`config.mk`:
```
export PLATFORM = sky130hd
export DESIGN_NAME = add_pipe
export DESIGN_NICKNAME = d
export VERILOG_FILES = /design/src/rtl/add_pipe.sv
export SDC_FILE = /design/constraint.sdc
export NUM_CORES = 1
export LEC_CHECK = 0
export CAP_MARGIN = 20
export CORE_ASPECT_RATIO = 0.6
export CORE_UTILIZATION = 30
export CTS_CLUSTER_DIAMETER = 200
export DETAILED_ROUTE_END_ITERATION = 10
export GPL_TIMING_DRIVEN = 0
export SLEW_MARGIN = 20
export SYNTH_ARGS = -nofsm -noshare
export SYNTH_HDL_FRONTEND = slang
export SYNTH_SLANG_ARGS = --single-unit
```
`constraint.sdc`:
```
create_clock -name clk -period 3.2 [get_ports clk]
set_input_delay 0.32 -clock clk [delete_from_list [all_inputs] [get_ports clk]]
set_output_delay 0.32 -clock clk [all_outputs]
set_load 0.05 [all_outputs]
```
`src/rtl/add_pipe.sv`:
```
// Pipelined ripple adder/subtractor: one K-bit carry chunk per stage, valid/ready flow control.
// Operand chunks travel with the transaction so stage j only ever sees the carry registered by stage j-1.
module add_pipe #(
    parameter int N = 16,
    parameter int K = 4
) (
    input  logic         clk,
    input  logic         rst,
    input  logic         in_valid,
    output logic         in_ready,
    input  logic [N-1:0] a,
    input  logic [N-1:0] b,
    input  logic         ci,
    input  logic         sub,
    output logic         out_valid,
    input  logic         out_ready,
    output logic [N-1:0] s,
    output logic         co,
    output logic         ov
);

    localparam int S = N / K;

    logic         advance;
    logic         v_q  [S];
    logic         c_q  [S];
    logic [N-1:0] a_q  [S];
    logic [N-1:0] b_q  [S];
    logic [N-1:0] s_q  [S];
    logic         ov_q;

    logic         v_in [S];
    logic         c_in [S];
    logic [N-1:0] a_in [S];
    logic [N-1:0] b_in [S];
    logic [N-1:0] s_in [S];
    logic [N-1:0] s_nx [S];
    logic         c_nx [S];
    logic [K:0]   sum  [S];
    logic         ov_nx;
    logic         unused_bits;

    always_comb begin
        advance = !v_q[S-1] || out_ready;

        v_in[0] = in_valid;
        a_in[0] = a;
        b_in[0] = sub ? ~b : b;
        c_in[0] = sub ? 1'b1 : ci;
        s_in[0] = '0;
        for (int j = 1; j < S; j++) begin
            v_in[j] = v_q[j-1];
            a_in[j] = a_q[j-1];
            b_in[j] = b_q[j-1];
            c_in[j] = c_q[j-1];
            s_in[j] = s_q[j-1];
        end

        for (int j = 0; j < S; j++) begin
            sum[j] = {1'b0, a_in[j][j*K +: K]} + {1'b0, b_in[j][j*K +: K]}
                   + {{K{1'b0}}, c_in[j]};
            s_nx[j] = s_in[j];
            s_nx[j][j*K +: K] = sum[j][K-1:0];
            c_nx[j] = sum[j][K];
        end

        // carry into the MSB recovered from the MSB's own sum bit
        ov_nx = a_in[S-1][N-1] ^ b_in[S-1][N-1] ^ sum[S-1][K-1] ^ sum[S-1][K];

        unused_bits = 1'b0;
        for (int j = 0; j < S; j++) begin
            unused_bits = unused_bits ^ (^{a_q[j], b_q[j]});
        end
    end

    always_ff @(posedge clk) begin
        if (rst) begin
            for (int j = 0; j < S; j++) begin
                v_q[j] <= 1'b0;
                c_q[j] <= 1'b0;
                a_q[j] <= '0;
                b_q[j] <= '0;
                s_q[j] <= '0;
            end
            ov_q <= 1'b0;
        end else if (advance) begin
            for (int j = 0; j < S - 1; j++) begin
                v_q[j] <= v_in[j];
                c_q[j] <= c_nx[j];
                a_q[j] <= a_in[j];
                b_q[j] <= b_in[j];
                s_q[j] <= s_nx[j];
            end
            // last stage doubles as the output register: zeroed when empty
            v_q[S-1] <= v_in[S-1];
            a_q[S-1] <= a_in[S-1];
            b_q[S-1] <= b_in[S-1];
            s_q[S-1] <= v_in[S-1] ? s_nx[S-1] : '0;
            c_q[S-1] <= v_in[S-1] && c_nx[S-1];
            ov_q     <= v_in[S-1] && ov_nx;
        end
    end

    assign in_ready  = advance;
    assign out_valid = v_q[S-1];
    assign s         = s_q[S-1];
    assign co        = c_q[S-1];
    assign ov        = ov_q;

endmodule

```
==> flow_summary.json, run 1 <==
{
  "synth.cell_area_sq_um": 4250,
  "cts_max_path_buffers": 2,
  "most_common_library_cell_in_the_layout_ignoring_fill_and_taps": "sky130_fd_sc_hd__edfxtp_1",
  "synth-seq-cells": 97,
  "cts_buffer_count": 9,
  "max-vdd-ir-drop_mv": 0.244,
  "grt_max_degree": 56,
  "yosysWarningCount": 0,
  "unique_cell_type_count_in_the_yosys_netlist": 28,
  "rr_worst_depth": 6,
  "dp.final_hpwl_um": 4720,
  "critical-path-max-stage-delay_ns": 0.41,
  "r2r_slack_ns": 1.14,
  "critical_path.reg2reg.startpoint": "a_q[0][44]",
  "post_cts_resized": 0,
  "clock_tree.root_cell": "sky130_fd_sc_hd__clkbuf_16",
  "grt_setup_unrepaired": "no",
  "cp.arrival_ns": 2.20,
  "drt_first_pass_iters": 4,
  "worst_clock_skew_ns": 0.00526,
  "drive_gt1_share_pct": 8.33,
  "floorplan.die_area_sq_um": 14700,
  "synth_edf_count": 96,
  "most_common_flop_cell_mapped_by_yosys": "sky130_fd_sc_hd__edfxtp_1",
  "clock-sinks": 97,
  "category_of_the_worst_setup_path_launch_point": "input port",
  "hold_fix_buffers_cts": 0,
  "hold_path_startpoint": "sub",
  "row_count": 33,
  "antenna_left": 0,
  "timing.critical_path.cells": "buf_4 -> buf_4 -> or2_2 -> fa_1 -> fa_1 -> a21o_1 -> a21oi_1 -> nor2_1",
  "finalHoldViolCount": 0,
  "clock_latency_ns": 0.34,
  "timing.slew.headroom_pct": 60.5,
  "hold_depth": 3,
  "timing.critical_path.max_delay_family": "adder cells",
  "floorplan.die.width_um": 156,
  "fin_crit_ns": 2.11,
  "setup-tns-final_ns": 0,
  "initial_utilization_pct": 30.9,
  "routed_wire_length_per_instance_um": 11.7,
  "clkTransAtPathRegs_ns": 0.06,
  "min_setup_slack_post_route_ns": 1.09,
  "nets": 413,
  "timing_worst_setup_path_type": "input port to flop",
  "path_depth": 8,
  "route.final.wire_length_um": 6460,
  "grt_antenna_before_repair": 0,
  "count_of_pins_over_their_slew_limit": 0,
  "top_level_ports": 58,
  "vias": 2150,
  "post-route-drc-count": 0,
  "grt_remaining_overflow": 0,
  "postSynthCellCount": 287,
  "path_max_fanout": 10,
  "post_detailed_route_via_to_cell_ratio": 3.89,
  "worst_r2r_endpoint": "ov",
  "postSynthAreaPerCell_sq_um": 14.8,
  "antenna_cells_inserted": 0,
  "min-delay-path-class": "input port to flop",
  "max_cap_viol_count": 0,
  "die-height_um": 94.2,
  "initialDrtViolationCount": 96,
  "power_leakage_nw": 2.18,
  "total_setup_buffers_inserted_after_cts": 0,
  "async_reset_ff_share_pct": 0,
  "maxClockFrequency_ghz": 0.475,
  "setup_slack_placement_ns": 0.721,
  "ys_seq_area_share_pct": 68.4,
  "place.port_buffers": 56,
  "place.gp.congestion": 0.727,
  "run_status": "completed",
  "areaGrowthSynthToFinish_pct": 25.9,
  "grt_usage_pct": 9.78,
  "grt_first_pass_wirelength_um": 10500,
  "finalCritPeriodShare_pct": 65.8,
  "coreArea_sq_um": 13700,
  "critPathSlowestCell": "sky130_fd_sc_hd__fa_1",
  "synth.net_count": 345,
  "hold_slack_ns": 0.402,
  "worstMarginPinSlew_ns": 0.592,
  "first_global_vias": 2087,
  "min_delay_worst_endpoint": "b_q[0][9]",
  "powerDensity_nw_per_um2": 509,
  "timing.critical_path.to_type": "flop",
  "critical_path.n_buffers_inverters": 2,
  "worst-endpoint-required_ns": 3.29,
  "most-common-layout-cells": "sky130_fd_sc_hd__edfxtp_1 (96), sky130_fd_sc_hd__clkdlybuf4s50_1 (56), sky130_fd_sc_hd__and2_1 (54), sky130_fd_sc_hd__nor2_1 (22), sky130_fd_sc_hd__xnor2_1 (15)",
  "cts-htree-levels": 3,
  "cts_tree": "yes",
  "report.final.setup_viol": 0
}
==> through the flow <==
stage | util, % | total power, mW | std cells | cell area, sq um
6_report | 38.9 | 2.72 | 552 | 5350
5_1_grt | 38.9 | 2.84 | 552 | 5350
4_1_cts | 38.9 | 2.76 | 552 | 5350
3_5_place_dp | 36.9 | 1.79 | 536 | 5080
3_3_place_gp | 36.7 | 1.78 | 535 | 5050
2_1_floorplan | - | 1.68 | 287 | 4250
==> metal layers <==
| layer | GRT usage, % | vias to the layer above | routed length, um |
|---|---|---|---|
| met3 | 3.60 | 10 | 403 |
| li1 | - | 1127 | - |
| met4 | 4.17 | 0 | 85 |
| met2 | 13.2 | 56 | 2530 |
| met1 | 13.9 | 957 | 3440 |
| met5 | 0 | - | 0 |
==> sequential cells by signal (all words and copies together) (netlist names) <==
name and count:
b_q 24, s_q 40, ov 1, c_q 4
v_q 4, a_q 24
==> kinds of logic (layout without fill, tap and decap cells) <==
kind of cell | Yosys count | in the layout | share of synthesized area (%)
AOI/OAI and AO/OA | 17 | 17 | 2.45
xor gates and xnor gates | 22 | 22 | 4.54
DFF | 97 | 97 | 68.4
adders and majority gates | 20 | 20 | 7.31
and+or+nand+nor | 105 | 105 | 14.3
buffers and inverters | 26 | 99 | 3.03
==> Yosys cell counts, drive strengths merged (2+ instances only) <==
master	n	area share, %
clkbuf	6	0.65
a21o	5	0.88
or2	2	0.29
edfxtp	96	68
o21ai	3	0.35
nor3	3	0.35
buf	7	1.2
and3	14	2.1
nor2	22	1.9
fa	8	3.8
nor2b	5	0.74
a21oi	7	0.82
ha	12	3.5
xor2	7	1.4
and2	54	8.0
inv	13	1.1
nand2b	2	0.47
xnor2	15	3.1
==> where the power goes <==
group	leakage, nW	switching [mW]	internal (mW)
Combinational	0.906	0.116	0.129
Clock	0.127	0.447	0.525
Sequential	1.15	0.0234	1.48
Total	2.18	0.587	2.14
==> worst max path at each step <==
stage / start / slack (ns) / endpoint
after floorplan: v_q[3] / 0.62 / a_q[0][10]
after global placement: out_ready / 0.24 / a_q[0][5]
final: sub / 1.09 / c_q[0]
after detailed placement: sub / 0.72 / c_q[0]
after CTS: sub / 1.09 / c_q[0]
after global routing: sub / 1.03 / c_q[0]
==> tightest hold or removal path, cell delays in order <==
cell and delay, ns:
sky130_fd_sc_hd__buf_4 0.15, sky130_fd_sc_hd__xnor2_1 0.08, sky130_fd_sc_hd__nor2_1 0.07
==> final cells by class <==
| type | count | area, sq um |
|---|---|---|
| fill | 1306 | 8400 |
| sequential | 97 | 2900 |
| multi-input combinational | 164 | 1220 |
| timing repair buffer | 57 | 588 |
| tap | 192 | 240 |
| clock buffer | 9 | 225 |
| buffer | 13 | 80.1 |
| inverter | 13 | 48.8 |
| clock inverter | 7 | 45.0 |
Power figures use the tool's default switching activity.
==> run 2, diff against run 1 <==
==> constraint.sdc (replaced) <==
create_clock -name clk -period 2 [get_ports clk]
set_input_delay 0.2 -clock clk [delete_from_list [all_inputs] [get_ports clk]]
set_output_delay 0.2 -clock clk [all_outputs]
set_load 0.05 [all_outputs]
==> run 2 against run 1 <==
First-iteration DRC count decreased by 18%; core utilization increased by 0.21 points; routed wire length increased by 2.3%; highest routed layer unchanged.
==> flow_summary.json, run 2 (synthesis gave the netlist of run 1 again) <==
{
  "finalCritPeriodShare_pct": 96.7,
  "areaGrowthSynthToFinish_pct": 26.6,
  "grt_remaining_overflow": 0,
  "antenna_cells_inserted": 0,
  "most_common_library_cell_in_the_layout_ignoring_fill_and_taps": "sky130_fd_sc_hd__edfxtp_1",
  "critical_path.n_buffers_inverters": 1,
  "nets": 413,
  "min_setup_slack_post_route_ns": 0.0659,
  "count_of_pins_over_their_slew_limit": 0,
  "timing.critical_path.max_delay_family": "adder cells",
  "timing.critical_path.to_type": "flop",
  "die-height_um": 94.2,
  "cts_tree": "yes",
  "min-delay-path-class": "input port to flop",
  "total_setup_buffers_inserted_after_cts": 0,
  "cts_max_path_buffers": 2,
  "cp.arrival_ns": 2.02,
  "worstMarginPinSlew_ns": 0.679,
  "critPathSlowestCell": "sky130_fd_sc_hd__clkdlybuf4s50_1",
  "grt_setup_unrepaired": "no",
  "run_status": "completed",
  "clock-sinks": 97,
  "post_detailed_route_via_to_cell_ratio": 3.90,
  "nFillCells": 1282,
  "initialDrtViolationCount": 79,
  "worst_clock_skew_ns": 0.00531,
  "floorplan.die.width_um": 156,
  "cts_buffer_count": 9,
  "place.gp.congestion": 0.714,
  "use_met2_pct": 14.3,
  "use_met3_pct": 3.74,
  "place.port_buffers": 56,
  "flip_flop_count_of_the_largest_register_all_copies_and_words_added": 40,
  "row_count": 33,
  "hold_fix_buffers_cts": 0,
  "timing.slew.headroom_pct": 54.7,
  "first_global_vias": 2118,
  "routed_wire_length_per_instance_um": 12.0,
  "route.final.wire_length_um": 6610,
  "powerDensity_nw_per_um2": 804,
  "maxClockFrequency_ghz": 0.517,
  "post-route-drc-count": 0,
  "drt_first_pass_iters": 4,
  "coreArea_sq_um": 13700,
  "grt_antenna_before_repair": 0,
  "top_level_ports": 58,
  "fin_crit_ns": 1.93,
  "drive_gt1_share_pct": 9.44,
  "grt_max_degree": 50,
  "clock_tree.root_cell": "sky130_fd_sc_hd__clkbuf_16",
  "max_cap_viol_count": 0,
  "regMostFlops": "s_q",
  "vias": 2152,
  "biggestRegsByFlops": "s_q x40, a_q x24, b_q x24",
  "power_leakage_nw": 2.19,
  "antenna_left": 0,
  "report.final.setup_viol": 0,
  "timing_worst_setup_path_type": "input port to flop",
  "final_cell_count_no_fill": 552,
  "grt_first_pass_wirelength_um": 10600,
  "category_of_the_worst_setup_path_launch_point": "input port",
  "grt_usage_pct": 9.98,
  "max-vdd-ir-drop_mv": 0.330,
  "path_max_fanout": 2,
  "clock_latency_ns": 0.34,
  "crit_path_frequent_cell": "sky130_fd_sc_hd__fa_2",
  "placedCellCount": 536,
  "setup_slack_placement_ns": -0.293,
  "timing.critical_path.cells": "clkdlybuf4s50_1 -> or2_4 -> fa_2 -> fa_2 -> a21o_1 -> a21oi_1 -> nor2_1",
  "global_route.usage.met1_pct": 13.4,
  "worst-endpoint-required_ns": 2.09,
  "cts-htree-levels": 3,
  "clkTransAtPathRegs_ns": 0.06,
  "critical-path-max-stage-delay_ns": 0.41,
  "dp.final_hpwl_um": 4800,
  "grt_most_used_layer": "met2",
  "most-common-layout-cells": "sky130_fd_sc_hd__edfxtp_1 (96), sky130_fd_sc_hd__clkdlybuf4s50_1 (56), sky130_fd_sc_hd__and2_1 (54), sky130_fd_sc_hd__nor2_1 (22), sky130_fd_sc_hd__xnor2_1 (15)",
  "floorplan.die_area_sq_um": 14700,
  "initial_utilization_pct": 30.9,
  "finalHoldViolCount": 0
}
-- run 2: power breakdown --
group	switching [mW]	leakage (nW)	internal, mW	total (mW)
registers	0.0379	1.15	2.37	2.41
clock network	0.680	0.128	0.826	1.51
logic	0.191	0.908	0.214	0.404
total	0.908	2.19	3.41	4.32
-- run 2: metal layers --
layer	routed length, um	vias to the layer above	part of all wire [%]
li1	-	1125	-
met1	3390	965	51
met2	2700	51	41
met3	415	11	6.3
met4	105	0	1.6
met5	0	-	0
-- run 2: what timing repair did --
item	in CTS	in global routing
pin swaps	0	1
endpoints found under the setup margin	2	2
resized for setup	2	1
-- run 2: worst reg2reg max path: stages (launching register included) --
cell and delay [ns]:
sky130_fd_sc_hd__edfxtp_1 0.42, sky130_fd_sc_hd__fa_2 0.44, sky130_fd_sc_hd__fa_2 0.36, sky130_fd_sc_hd__a21o_1 0.18
sky130_fd_sc_hd__a21oi_2 0.17, sky130_fd_sc_hd__xnor2_1 0.14, sky130_fd_sc_hd__o32ai_1 0.09
-- run 2: stage by stage --
step / TNS [ns] / cell area (sq um) / total power [mW] / hold slack (ns) / util (%)
floorplan: -9.57 / 4280 / 2.70 / 0.317 / -
global placement: -19.29 / 5080 / 2.86 / 0.466 / 36.9
detailed placement: -4.55 / 5100 / 2.87 / 0.495 / 37.1
CTS: 0 / 5370 / 4.38 / 0.213 / 39.1
global route: 0 / 5380 / 4.51 / 0.224 / 39.1
finish: 0 / 5380 / 4.32 / 0.222 / 39.1
-- run 2: worst paths after layout --
path,from,cells after the start,slack [ns],end
worst max-delay path,ci,7,0.07,c_q[0]
worst min-delay path,sub,3,0.22,b_q[0][7]
worst max register to register,c_q[2],6,0.08,ov
worst min register to register,ov,2,0.50,ov
-- run 2: final cells by class --
class	instances	area, sq um	share of cell area, %
Sequential cell	97	2900	54.0
Multi-Input combinational cell	164	1230	22.9
Timing Repair Buffer	57	588	10.9
Tap cell	192	240	4.47
Clock buffer	9	225	4.19
Buffer	13	100	1.86
Inverter	13	48.8	0.908
Clock inverter	7	37.5	0.698
==> run 3, diff against run 2 <==
--- a/config.mk
+++ b/config.mk
@@ -6,7 +6,7 @@
 export NUM_CORES = 1
 export LEC_CHECK = 0
 export CAP_MARGIN = 20
-export CORE_ASPECT_RATIO = 0.6
+export CORE_ASPECT_RATIO = 1.4
 export CORE_UTILIZATION = 30
 export CTS_CLUSTER_DIAMETER = 200
 export DETAILED_ROUTE_END_ITERATION = 10
==> run 3 against run 2 <==
Largest cell class unchanged; routed wire length fell by 6.4%; fmax rose by 0.63%; design area rose by 0.35%; critical endpoint unchanged; register-to-register slack improved by 0.04 ns; worst hold slack got worse by 0.0060 ns; setup slack improved by 0.012 ns; global-route usage fell by 0.45 points; core utilization fell by 0.14 points; clock-buffer cell count rose by 1; flip-flop and latch count did not move; cell count fell by 1.3%.
==> flow_summary.json, run 3 (synthesis gave the netlist of run 1 again) <==
{
  "grt_first_pass_wirelength_um": 10200,
  "most-common-layout-cells": "sky130_fd_sc_hd__edfxtp_1 (96), sky130_fd_sc_hd__clkdlybuf4s50_1 (56), sky130_fd_sc_hd__and2_1 (54), sky130_fd_sc_hd__nor2_1 (22), sky130_fd_sc_hd__xnor2_1 (15)",
  "cts-htree-levels": 3,
  "timing.critical_path.max_delay_family": "adder cells",
  "post-route-cell-area_sq_um": 5400,
  "finalHoldViolCount": 0,
  "drt_first_pass_iters": 4,
  "min-delay-path-class": "input port to flop",
  "grt_antenna_before_repair": 0,
  "clock-sinks": 97,
  "critPathSlowestCell": "sky130_fd_sc_hd__fa_2",
  "total_power_mw": 4.47,
  "finalCritPeriodShare_pct": 96.1,
  "critical-path-max-stage-delay_ns": 0.42,
  "worstMarginPinSlew_ns": 0.655,
  "vias": 2194,
  "met2_length_um": 3300,
  "placedCellCount": 529,
  "grt_setup_unrepaired": "no",
  "timing_worst_setup_path_type": "input port to flop",
  "maxClockFrequency_ghz": 0.520,
  "max-vdd-ir-drop_mv": 0.350,
  "cp.arrival_ns": 2.01,
  "max_cap_viol_count": 0,
  "powerDensity_nw_per_um2": 828,
  "clock_latency_ns": 0.34,
  "initial_utilization_pct": 30.7,
  "worst-endpoint-required_ns": 2.09,
  "count_of_pins_over_their_slew_limit": 0,
  "regMostFlops": "s_q",
  "power_leakage_nw": 2.20,
  "met3RoutedLength_um": 217,
  "flip_flop_count_of_the_largest_register_all_copies_and_words_added": 40,
  "floorplan.die.width_um": 103,
  "grt_max_degree": 50,
  "crit_path_frequent_cell": "sky130_fd_sc_hd__fa_2",
  "timing.critical_path.to_type": "flop",
  "cts_buffer_count": 9,
  "category_of_the_worst_setup_path_launch_point": "input port",
  "path_depth": 7,
  "initialDrtViolationCount": 75,
  "coreArea_sq_um": 13800,
  "timing.critical_path.cells": "clkdlybuf4s50_1 -> or2_4 -> fa_2 -> fa_2 -> a21o_1 -> a21oi_2 -> nor2_1",
  "run_status": "completed",
  "setup-tns-final_ns": 0,
  "setup_slack_placement_ns": -0.305,
  "multi_input_comb_area_sq_um": 1240,
  "floorplan.die_area_sq_um": 14600,
  "nFillCells": 1345,
  "areaGrowthSynthToFinish_pct": 27.0,
  "top_level_ports": 58,
  "post-route-drc-count": 0,
  "nets": 413,
  "min_setup_slack_post_route_ns": 0.0780,
  "detailed_place.area_sq_um": 5100,
  "antenna_cells_inserted": 0,
  "critical_path.n_buffers_inverters": 1,
  "grt_remaining_overflow": 0,
  "cts_tree": "yes",
  "final_core_utilization_pct": 39.0,
  "first_global_vias": 2238,
  "rr_worst_depth": 6,
  "area.sequential_sq_um": 2900,
  "r2r_slack_ns": 0.12,
  "post_detailed_route_via_to_cell_ratio": 4.03,
  "path_max_fanout": 2,
  "timing.slew.headroom_pct": 56.3,
  "final_cell_count_no_fill": 545,
  "die-height_um": 143,
  "route.final.wire_length_um": 6190,
  "clock_tree.root_cell": "sky130_fd_sc_hd__clkbuf_16",
  "worst_clock_skew_ns": 0.00343,
  "drive_gt1_share_pct": 10.0,
  "fin_crit_ns": 1.92,
  "dp.final_hpwl_um": 4520,
  "cts_max_path_buffers": 2,
  "clkTransAtPathRegs_ns": 0.07,
  "highest_layer": "met4",
  "routed_wire_length_per_instance_um": 11.4,
  "antenna_left": 0,
  "hold_depth": 3,
  "report.final.setup_viol": 0,
  "hold_slack_ns": 0.216,
  "place.gp.congestion": 0.748,
  "biggestRegsByFlops": "s_q x40, a_q x24, b_q x24",
  "m1WireLength_um": 2470,
  "most_common_library_cell_in_the_layout_ignoring_fill_and_taps": "sky130_fd_sc_hd__edfxtp_1",
  "grt_usage_pct": 9.53,
  "row_count": 51,
  "place.port_buffers": 56
}
[run 3: cell count changes in the layout (fill, tap and decap cells not counted), sizes merged]
cell / delta
clkinv: -2
bufinv: +1
clkbuf: +1
clkinvlp: -1
inv: +1
[run 3: layout make-up]
cell class              count  share of cell area (%)
clock buffers              10                    4.24
plain buffers              13                    1.86
repair buffers             57                    10.9
inverters                  13                   0.904
well taps                 185                    4.29
multi-input cells         164                    22.9
flip-flops and latches     97                    53.8
clock inverters             6                    1.07
[run 3: worst reg2reg max path, delay by kind of cell (launching register included)]
family | cells | cell delay [ns]
AOI/OAI and AO/OA | 3 | 0.44
xor gates and xnor gates | 1 | 0.14
adders and majority gates | 2 | 0.79
DFF | 1 | 0.40
[run 3: power breakdown]
part | internal, mW | switching (mW) | leakage [nW]
registers | 2.37 | 0.0329 | 1.15
logic | 0.215 | 0.186 | 0.908
clock network | 0.963 | 0.700 | 0.144
total | 3.55 | 0.919 | 2.20
[run 3: path summary, 6_finish.rpt]
check                            endpoint        from
worst min-delay path            b_q[0][8]         sub
worst min register to register         ov          ov
worst max register to register         ov  a_q[0][44]
worst max-delay path               c_q[0]          ci
[run 3: repair_timing]
action	in CTS	in global routing
resized for setup	2	2
hold buffers	0	0
endpoints found under the setup margin	2	3
pin swaps	0	0
setup buffers	0	0
[run 3: per-layer routing]
metal	up-vias	GRT usage, %
met1	1010	9.69
met3	12	1.76
li1	1127	-
met2	45	17.1
met5	-	0
met4	0	6.77
